**config.mk**
```make
export PLATFORM = sky130hd
export DESIGN_NAME = ram_arbiter
export DESIGN_NICKNAME = d
export VERILOG_FILES = /design/src/rtl/mem_pkg.sv /design/src/rtl/access_check.sv /design/src/rtl/ram_arbiter.sv
export SDC_FILE = /design/constraint.sdc
export NUM_CORES = 1
export LEC_CHECK = 0
export ABC_AREA = 1
export CORE_AREA = 4 4 104 106
export CTS_CLUSTER_SIZE = 16
export DETAILED_ROUTE_END_ITERATION = 6
export DIE_AREA = 0 0 108 110
export HOLD_SLACK_MARGIN = 0.12
export PLACE_DENSITY = 0.78
export REMOVE_ABC_BUFFERS = 1
export SLEW_MARGIN = 0
export SYNTH_ARGS = -nofsm -noshare
export SYNTH_HDL_FRONTEND = slang
export SYNTH_HIERARCHICAL = 1
export SYNTH_SLANG_ARGS = --single-unit
```
**constraint.sdc**
```tcl
create_clock -name clk -period 2.8 [get_ports clk]
set_input_delay 0.28 -clock clk [delete_from_list [all_inputs] [get_ports clk]]
set_output_delay 0.28 -clock clk [all_outputs]
set_load 0.01 [all_outputs]
```
**src/rtl/mem_pkg.sv**
```systemverilog
// Shared definitions for the data-RAM arbiter: access codes, response owner
// encoding, the legal range of the fetch starvation limit and the muxed
// request record handed to the RAM.
package mem_pkg;

  // RAM access codes (bit 2 = zero-extend, bits 1:0 = size)
  localparam logic [2:0] ACC_LB  = 3'b000;
  localparam logic [2:0] ACC_LH  = 3'b001;
  localparam logic [2:0] ACC_LW  = 3'b010;
  localparam logic [2:0] ACC_LBU = 3'b100;
  localparam logic [2:0] ACC_LHU = 3'b101;

  // Legal range of consecutive fetch denials before fetch is forced through
  localparam int STARVE_MIN = 1;
  localparam int STARVE_MAX = 15;

  // Which port owns the response slot in the following cycle
  typedef enum logic [1:0] {
    OWN_NONE = 2'd0,
    OWN_IF   = 2'd1,
    OWN_D    = 2'd2
  } owner_e;

  // The single request that reaches the RAM in a cycle
  typedef struct packed {
    logic        we;
    logic [2:0]  access;
    logic [31:0] addr;
    logic [31:0] wdata;
  } mem_req_t;

  // Keep an out-of-range starvation limit inside what the 4-bit counter holds
  function automatic logic [3:0] clamp_limit(input int lim);
    if (lim < STARVE_MIN) return 4'(STARVE_MIN);
    if (lim > STARVE_MAX) return 4'(STARVE_MAX);
    return 4'(lim);
  endfunction

endpackage

```
**src/rtl/access_check.sv**
```systemverilog
// Legality and alignment check for one RAM request. Purely combinational;
// the two flags are mutually exclusive (an illegal code never also reports
// misalignment).
module access_check (
  input  logic [1:0] addr_lo,
  input  logic [2:0] access,
  input  logic       we,
  output logic       illegal,
  output logic       misaligned
);
  import mem_pkg::*;

  // Classify the access code and test the low address bits against its size
  always_comb begin
    illegal    = 1'b0;
    misaligned = 1'b0;
    case (access)
      ACC_LB, ACC_LBU: misaligned = 1'b0;
      ACC_LH, ACC_LHU: misaligned = addr_lo[0];
      ACC_LW:          misaligned = |addr_lo;
      default:         illegal    = 1'b1;
    endcase
    // Zero-extending codes only make sense for loads
    if (we && access[2]) begin
      illegal = 1'b1;
    end
    if (illegal) begin
      misaligned = 1'b0;
    end
  end

endmodule

```
**src/rtl/ram_arbiter.sv**
```systemverilog
// Arbitrates the single-port data RAM between instruction fetch and the
// load/store unit. Grants are combinational; every grant produces exactly one
// response on the owning port in the following cycle. Requests that fail the
// access check are granted but never reach the RAM and answer with err=1.
module ram_arbiter #(
  parameter int STARVE_LIMIT = 4
) (
  input  logic        clk,
  input  logic        rst,
  // instruction fetch port
  input  logic        if_req,
  input  logic [31:0] if_addr,
  output logic        if_gnt,
  output logic        if_rvalid,
  output logic [31:0] if_rdata,
  output logic        if_err,
  // load/store port
  input  logic        d_req,
  input  logic        d_we,
  input  logic [2:0]  d_access,
  input  logic [31:0] d_addr,
  input  logic [31:0] d_wdata,
  output logic        d_gnt,
  output logic        d_rvalid,
  output logic [31:0] d_rdata,
  output logic        d_err,
  // RAM side
  output logic        ram_load,
  output logic        ram_store,
  output logic [2:0]  ram_access,
  output logic [31:0] ram_addr,
  output logic [31:0] ram_wdata,
  input  logic [31:0] ram_rdata
);
  import mem_pkg::*;

  localparam logic [3:0] LIMIT = clamp_limit(STARVE_LIMIT);

  logic [3:0] starve_q, starve_d;
  owner_e     owner_q, owner_d;
  logic       err_q, err_d;
  logic       store_q, store_d;

  logic       fetch_win, data_win, any_win;
  mem_req_t   sel;
  logic       illegal, misaligned, chk_err;
  logic       issue;
  logic       load_ok;

  // Data normally wins a collision; fetch wins once it has waited LIMIT cycles
  always_comb begin
    fetch_win = if_req && (!d_req || (starve_q == LIMIT));
    data_win  = d_req && !fetch_win;
    any_win   = fetch_win || data_win;
  end

  assign if_gnt = fetch_win;
  assign d_gnt  = data_win;

  // Route the winner onto the shared request; idle cycles leave the bus at 0
  always_comb begin
    sel = '0;
    if (fetch_win) begin
      sel.we     = 1'b0;
      sel.access = ACC_LW;
      sel.addr   = if_addr;
    end else if (data_win) begin
      sel.we     = d_we;
      sel.access = d_access;
      sel.addr   = d_addr;
      sel.wdata  = d_wdata;
    end
  end

  access_check u_check (
    .addr_lo    (sel.addr[1:0]),
    .access     (sel.access),
    .we         (sel.we),
    .illegal    (illegal),
    .misaligned (misaligned)
  );

  assign chk_err = illegal || misaligned;

  // Only a legal grant outside reset may touch memory
  always_comb begin
    issue      = any_win && !chk_err && !rst;
    ram_load   = issue && !sel.we;
    ram_store  = issue && sel.we;
    ram_access = sel.access;
    ram_addr   = sel.addr;
    ram_wdata  = sel.wdata;
  end

  // Count consecutive denied fetch cycles, saturating at the limit
  always_comb begin
    if (!if_req || fetch_win) begin
      starve_d = 4'd0;
    end else if (starve_q < LIMIT) begin
      starve_d = starve_q + 4'd1;
    end else begin
      starve_d = starve_q;
    end
  end

  // Capture who owns next cycle's response and how it must be answered
  always_comb begin
    if (fetch_win) begin
      owner_d = OWN_IF;
    end else if (data_win) begin
      owner_d = OWN_D;
    end else begin
      owner_d = OWN_NONE;
    end
    err_d   = any_win && chk_err;
    store_d = sel.we;
  end

  // State register; a grant in the reset cycle is dropped here
  always_ff @(posedge clk) begin
    if (rst) begin
      starve_q <= 4'd0;
      owner_q  <= OWN_NONE;
      err_q    <= 1'b0;
      store_q  <= 1'b0;
    end else begin
      starve_q <= starve_d;
      owner_q  <= owner_d;
      err_q    <= err_d;
      store_q  <= store_d;
    end
  end

  // Read data is forwarded only for loads that actually reached the RAM
  assign load_ok = !err_q && !store_q;

  // Drive the response onto the owning port only
  always_comb begin
    if_rvalid = 1'b0;
    if_err    = 1'b0;
    if_rdata  = 32'h0;
    d_rvalid  = 1'b0;
    d_err     = 1'b0;
    d_rdata   = 32'h0;
    case (owner_q)
      OWN_IF: begin
        if_rvalid = 1'b1;
        if_err    = err_q;
        if_rdata  = load_ok ? ram_rdata : 32'h0;
      end
      OWN_D: begin
        d_rvalid = 1'b1;
        d_err    = err_q;
        d_rdata  = load_ok ? ram_rdata : 32'h0;
      end
      default: begin
        if_rvalid = 1'b0;
      end
    endcase
  end

endmodule

```
==> results of run 1 <==
sequential cells by signal (all words and copies together), names as in the netlist:
register  count
err_q         1
starve_q      4
owner_q       2
store_q       1
power by group through the flow:
stage	clock network [mW]	logic [mW]	registers, mW
floorplan	0	0.199	0.121
global placement	0	0.637	0.122
detailed placement	0	0.644	0.122
CTS	0.136	0.646	0.120
global route	0.143	0.693	0.120
finish	0.132	0.639	0.120
per-stage QoR:
| stage | hold slack (ns) | utilization, % | setup WS (ns) | setup TNS (ns) |
|---|---|---|---|---|
| floorplan | 0.352 | - | 0.0840 | 0 |
| global placement | 0.477 | 46.8 | 0.0231 | 0 |
| detailed placement | 0.517 | 46.8 | -0.108 | -0.113 |
| CTS | 0.521 | 47.3 | 0.0520 | 0 |
| global route | 0.535 | 47.4 | 0.000956 | 0 |
| finish | 0.522 | 47.4 | 0.266 | 0 |
placed cells by master, fill, tap and decap left out:
cell,Yosys,final
sky130_fd_sc_hd__clkdlybuf4s50_1,0,272
sky130_fd_sc_hd__inv_1,115,115
sky130_fd_sc_hd__nor3_1,66,65
sky130_fd_sc_hd__nor2_1,50,48
sky130_fd_sc_hd__nand3_1,34,34
sky130_fd_sc_hd__o21ai_0,26,26
sky130_fd_sc_hd__nand2_1,13,13
sky130_fd_sc_hd__buf_4,68,11
sky130_fd_sc_hd__dfxtp_1,8,8
sky130_fd_sc_hd__o21ai_1,7,7
sky130_fd_sc_hd__clkbuf_8,0,3
sky130_fd_sc_hd__nor2_2,0,2
sky130_fd_sc_hd__a21oi_1,2,2
sky130_fd_sc_hd__ha_1,2,2
sky130_fd_sc_hd__nand3_2,1,1
sky130_fd_sc_hd__o21bai_4,1,1
sky130_fd_sc_hd__or2_2,0,1
sky130_fd_sc_hd__or2_1,2,1
sky130_fd_sc_hd__nor3_2,0,1
sky130_fd_sc_hd__xor2_1,1,1
sky130_fd_sc_hd__dlymetal6s2s_1,0,1
sky130_fd_sc_hd__dlygate4sd2_1,0,1
sky130_fd_sc_hd__buf_6,0,1
metal layers:
| metal | up-vias | part of all wire, % | global-route usage, % |
|---|---|---|---|
| li1 | 1597 | - | - |
| met1 | 1335 | 33 | 15.8 |
| met2 | 176 | 53 | 32.1 |
| met3 | 8 | 12 | 5.94 |
| met4 | 0 | 0.93 | 2.07 |
| met5 | - | 0 | 0 |
worst max-delay path by stage:
stage / from / end / slack (ns) / cells after the start
after global routing: starve_q[0] / ram_store / 0.001 / 15
after global placement: d_req / ram_store / 0.02 / 13
after CTS: starve_q[0] / ram_load / 0.05 / 15
after floorplan: starve_q[0] / ram_store / 0.08 / 14
after detailed placement: d_req / ram_store / -0.11 / 13
final: d_req / ram_store / 0.27 / 13
kinds of logic after synthesis:
family          after synthesis
xor+xnor                      1
simple gates                166
flops                         8
buf+inv                     210
fa+ha+maj                     2
compound gates               36
what timing repair did:
item                                    4_1_cts  5_1_grt
endpoints found under the setup margin        2       18
hold buffers                                  0        0
resized for setup                             3        3
area by class of cell:
class                           count  area share [%]
Timing Repair Buffer              286            61.2
Multi-Input combinational cell    205            21.5
Inverter                          115            9.31
Tap cell                          133            3.59
Sequential cell                     8            3.46
Clock buffer                        3           0.891
critical path, delay by kind of cell:
kind / cells / cell delay, ns
buf+inv: 4 / 0.94
simple gates: 8 / 0.82
compound gates: 1 / 0.21
==> reports/metrics.yaml, run 1 <==
power:
  p_int_uw: 587
  largest_voltage_drop_on_the_vdd_net_v: 0.000111
  part_of_the_power_in_the_clock_network_pct: 14.8
  power.switching_fraction_pct: 34.1
  design_power_total_uw: 891
  net_sw_power_uw: 304
  power.static_leakage_nw: 2.09
  power.share.combinational_pct: 71.7
  sequentialPowerShare_pct: 13.5
  power_density_mw_per_mm2: 192
sta:
  final.period_utilization_pct: 90.5
  clock_skew_ns: 0.00155
  final-hold-violation-count: 0
  period_needed_ns: 2.53
  number_of_max_slew_violations_in_the_final_report: 0
  max_clk_rate_ghz: 0.395
  normalized_max_slew_margin_pct: 24.6
  final_setup_vio_count: 0
  tightest_slew_ns: 1.13
  grt_setup_unrepaired: "false"
synth:
  post-synth-top-area-fraction_pct: 23.0
  synth_mux_area_share_pct: 0
  synth_cell_type_count: 17
  fraction_of_the_mapped_netlist_area_in_compound_gates_pct: 8.75
  synth_top_cells_by_area: "sky130_fd_sc_hd__buf_4, sky130_fd_sc_hd__inv_1, sky130_fd_sc_hd__nor3_1"
  synth_fa_ha_area_share_pct: 1.13
  synthesis.instances: 423
  yosys_register_bits: 8
  synth_enable_flop_cells: 0
  synth_warnings: 6
  postSynth.topFlopCell: "sky130_fd_sc_hd__dfxtp_1"
  synthSimpleGateAreaFrac_pct: 34.3
  post-synth-top-count-cell: "sky130_fd_sc_hd__inv_1"
  yosysTopAreaCell: "sky130_fd_sc_hd__buf_4"
  combinational_family_with_the_most_area_after_synthesis: "buffers and inverters"
  synth.cells.most_frequent: "sky130_fd_sc_hd__inv_1, sky130_fd_sc_hd__buf_4, sky130_fd_sc_hd__nor3_1"
  synth_area_mm2: 0.00222
  synth_area_per_cell_um2: 5.24
  postSynth.asyncResetShare_pct: 0
  seq_area_frac_synth_pct: 7.23
  synthXorXnorAreaFrac_pct: 0.395
clock_network:
  clock_sink_count: 8
  insertion_delay_ns: 0.22
  cts_buffers: 3
  clkSlewWorstSetupHoldPaths_ns: 0.04
  ctsHtreeMaxLevel: 1
  cts_tree: "done"
  root_buffer: "sky130_fd_sc_hd__clkbuf_8"
  clock_path_buffers: 2
  post-cts-setup-buffer-count: 0
min_path:
  hold_path.class: "flop to flop"
  timing.hold.worst_endpoint: "starve_q[3]"
  worst_hold_path.num_cells: 2
  worstHoldStart: "starve_q[3]"
die:
  die_height_um: 110
  die_width_um: 108
  total_die_area_mm2: 0.0119
  floorplan.rows: 36
  start_util_pct: 22.7
  core_region_area_mm2: 0.00977
  ioPinCount: 275
grt:
  vias_in_the_first_global_route: 3088
  grt_start_max_net_pins: 65
  grt_use_total_pct: 15.9
  initial_antenna_violation_count: 0
  wire_length_of_the_first_global_routing_pass_um: 15200
  grt_overflow: 0
routing:
  route.vias.total: 3116
  initialDrtViolationCount: 160
  detail_route.first_pass.iterations: 4
  drt_wl_total_um: 10600
  antenna_violating_nets_post_route: 0
  vias_per_cell: 4.15
  drc_violation_count_after_routing: 0
  wl_per_cell_um: 14.1
worst_setup_path:
  cp_max_fo: 7
  crit_top_cell: "sky130_fd_sc_hd__nand2_1"
  endpoint_of_the_worst_register_to_register_path: "err_q"
  worst_r2r_startpoint: "starve_q[0]"
  critical_path_class: "primary input to output port"
  type_of_element_capturing_the_critical_path: "output port"
  critical_path_max_stage_delay_ns: 0.51
  worst_ep_required_time_ns: 2.52
  crit_slowest_cell: "sky130_fd_sc_hd__clkdlybuf4s50_1"
  worstRegToRegCells: 13
  path_cells: "clkdlybuf4s50_1, inv_1, o21bai_4, nor2_2, inv_1, nand2_1, nand2_1, nand2_1, nor2_1, nor2_1, nand3_1, nor3_2, dlygate4sd2_1"
  cp.arrival_ns: 2.25
  crit_path_start_kind: "primary input"
  reg2reg_setup_slack_ns: 1.17
run:
  maxCapViolCount: 0
place:
  dpl.cell_count: 747
  placement.cell_area_mm2: 0.00458
  placer_congestion_estimate: 0.865
  buffer_ports.inserted: 274
  dpl.hpwl_um: 9430
layout:
  sequential_cell_area_um2: 160
  finish.cell_count_without_fillers: 750
  nFillCells: 963
  post_route_cells_drive_above_1_share_pct: 3.40
  synthToLayoutAreaGrowth_pct: 109
  multi_input_area_um2: 997
  final_design_area_no_fill_mm2: 0.00463
  antenna_diode_count: 0
  nets: 757
run_status:
  outcome: "finished, final reports clean"
Note: power is estimated with default switching activity, not from simulation.
==> inputs of run 2 (changes only) <==
--- a/config.mk
+++ b/config.mk
@@ -12,7 +12,6 @@
 export DIE_AREA = 0 0 108 110
 export HOLD_SLACK_MARGIN = 0.12
 export PLACE_DENSITY = 0.78
-export REMOVE_ABC_BUFFERS = 1
 export SLEW_MARGIN = 0
 export SYNTH_ARGS = -nofsm -noshare
 export SYNTH_HDL_FRONTEND = slang
==> constraint.sdc (replaced) <==
create_clock -name clk -period 3.15 [get_ports clk]
set_input_delay 0.315 -clock clk [delete_from_list [all_inputs] [get_ports clk]]
set_output_delay 0.315 -clock clk [all_outputs]
set_load 0.01 [all_outputs]
==> run 2 against run 1 <==
Against the previous run:
- wire length down 5.9%
- worst setup slack better by 0.044 ns
- via count down 0.29%
- clock power down 11%
- combinational power down 13%
- total power down 12%
- critical path type unchanged
==> reports/metrics.yaml, run 2 (synthesis gave the netlist of run 1 again) <==
worst_setup_path:
  worst_r2r_startpoint: "starve_q[0]"
  crit_start: "if_req"
  critical_path_class: "primary input to output port"
  crit_path_start_kind: "primary input"
  cp.arrival_ns: 2.53  # +0.28 ns
  type_of_element_capturing_the_critical_path: "output port"
  cp_max_fo: 9  # +2
  worst_ep_required_time_ns: 2.83  # +0.31 ns
clock_network:
  clock_path_buffers: 2  # unchanged
  clkSlewWorstSetupHoldPaths_ns: 0.04  # about the same
  root_buffer: "sky130_fd_sc_hd__clkbuf_8"
  insertion_delay_ns: 0.22  # about the same
  cts_tree: "done"
  cts_buffers: 3  # unchanged
  ctsHtreeMaxLevel: 1  # unchanged
  clock_sink_count: 8  # unchanged
  post-cts-setup-buffer-count: 0  # unchanged
die:
  start_util_pct: 22.7  # unchanged
  floorplan.rows: 36  # unchanged
  core_region_area_mm2: 0.00977  # unchanged
  ioPinCount: 275  # unchanged
  die_height_um: 110  # unchanged
  die_width_um: 108  # unchanged
  total_die_area_mm2: 0.0119  # unchanged
grt:
  initial_antenna_violation_count: 0  # unchanged
  grt_start_max_net_pins: 54  # -17%
  wire_length_of_the_first_global_routing_pass_um: 14600  # -3.9%
  grt_overflow: 0  # unchanged
  grt_use_total_pct: 15.2  # -0.75 points
  vias_in_the_first_global_route: 3037  # -1.7%
power:
  power.static_leakage_nw: 2.07  # -1.1%
  largest_voltage_drop_on_the_vdd_net_v: 0.0000752  # -32%
  part_of_the_power_in_the_clock_network_pct: 15.0  # +0.2 points
  power.share.combinational_pct: 71.4  # -0.3 points
  net_sw_power_uw: 264  # -13%
  p_int_uw: 520  # -11%
  power.switching_fraction_pct: 33.6  # -0.46 points
  power_density_mw_per_mm2: 171  # -11%
  sequentialPowerShare_pct: 13.6  # about the same
layout:
  nets: 753  # -0.53%
  largest_register_ffs: 4  # unchanged
  synthToLayoutAreaGrowth_pct: 107
  post_route_cells_drive_above_1_share_pct: 2.28  # -1.1 points
  regMostFlops: "starve_q"
  sequential_cell_area_um2: 160  # unchanged
  antenna_diode_count: 0  # unchanged
  nFillCells: 978  # +1.6%
  biggestRegsByFlops: "starve_q: 4 flops, owner_q: 2 flops"
  mostFrequentLayoutCell: "sky130_fd_sc_hd__clkdlybuf4s50_1"
  multi_input_area_um2: 987  # -1.0%
  final_cell_mix: "sky130_fd_sc_hd__clkdlybuf4s50_1, sky130_fd_sc_hd__inv_1, sky130_fd_sc_hd__nor3_1, sky130_fd_sc_hd__nor2_1, sky130_fd_sc_hd__nand3_1"
sta:
  normalized_max_slew_margin_pct: 23.6  # -1.0 points
  grt_setup_unrepaired: "false"
  max_clk_rate_ghz: 0.352
  final_setup_vio_count: 0  # unchanged
  final-hold-violation-count: 0  # unchanged
  period_needed_ns: 2.84
  tightest_slew_ns: 1.15  # +0.0153 ns
  number_of_max_slew_violations_in_the_final_report: 0  # unchanged
  totalNegativeSetupSlack_ns: 0  # unchanged
  final.period_utilization_pct: 90.2
  finalHoldWorstSlack_ns: 0.495  # -0.0270 ns
  clock_skew_ns: 0.00264  # +0.00109 ns
routing:
  antenna_violating_nets_post_route: 0  # unchanged
  route.vias.total: 3107  # -0.29%
  vias_per_cell: 4.16  # +0.25%
  initialDrtViolationCount: 130  # -19%
  drc_violation_count_after_routing: 0  # unchanged
  drt_wl_total_um: 9960  # -5.9%
  detail_route.first_pass.iterations: 4  # unchanged
  wl_per_cell_um: 13.4  # -5.3%
place:
  dpl.hpwl_um: 8810  # -6.5%
  placer_congestion_estimate: 0.807  # -6.7%
  buffer_ports.inserted: 274  # unchanged
run_status:
  outcome: "finished, final reports clean"
min_path:
  hold_path.class: "flop to flop"
  worstHoldStart: "starve_q[3]"
synth:
  postSynthNetCount: 561
run:
  maxCapViolCount: 0  # unchanged
-- run 2: changes by cell type in the layout (fill, tap and decap cells not counted), sizes merged --
cell / before / now
clkdlybuf4s50: 272 / 273
buf: 12 / 8
dlygate4sd2: 1 / 0
-- run 2: per-stage QoR --
step	utilization [%]	area, um2	std cells	setup WS (ns)	total power, mW
finish	47.0	4590	746	0.310	0.783
global route	47.0	4590	746	0.0895	0.839
CTS	47.0	4590	746	0.206	0.794
detailed placement	46.5	4550	743	0.211	0.673
global placement	46.5	4550	743	0.286	0.665
floorplan	-	2220	423	0.953	0.379
-- run 2: routing by layer --
layer  GRT usage (%)  part of all wire [%]
met1            14.6                    33
met2            31.2                    54
met3            5.24                    12
met4            2.61                   1.0
met5               0                     0
-- run 2: worst max-delay path, cell delays in order --
cell,delay [ns]
sky130_fd_sc_hd__clkdlybuf4s50_1,0.55
sky130_fd_sc_hd__inv_1,0.12
sky130_fd_sc_hd__o21bai_4,0.26
sky130_fd_sc_hd__nor2_1,0.13
sky130_fd_sc_hd__o21ai_1,0.15
sky130_fd_sc_hd__nand2_1,0.09
sky130_fd_sc_hd__nor2_1,0.14
sky130_fd_sc_hd__nand3_1,0.12
sky130_fd_sc_hd__nor2_1,0.11
sky130_fd_sc_hd__clkdlybuf4s50_1,0.55
-- run 2: final cells by class --
type                            instances  share of cell area [%]
Clock buffer                            3                   0.899
Inverter                              115                    9.40
Multi-Input combinational cell        205                    21.5
Tap cell                              133                    3.62
Sequential cell                         8                    3.49
Timing Repair Buffer                  282                    61.1
-- run 2: what timing repair did --
| item | CTS | global route |
|---|---|---|
| setup endpoints to repair | 0 | 1 |
| gates resized for setup | 0 | 1 |
| hold buffers | 0 | 0 |
-- run 2: power groups by stage --
stage	sequential [mW]	clock, mW	combinational (mW)
after floorplan	0.108	0	0.271
after global placement	0.108	0	0.557
after detailed placement	0.108	0	0.565
after CTS	0.107	0.121	0.567
after global routing	0.107	0.125	0.607
final	0.107	0.118	0.559
-- run 2: final timing paths --
path,cells after the start,end,slack [ns]
setup reg to reg,13,err_q,1.52
setup / recovery,10,ram_load,0.31
hold / removal,2,starve_q[3],0.49
hold reg to reg,2,starve_q[3],0.49
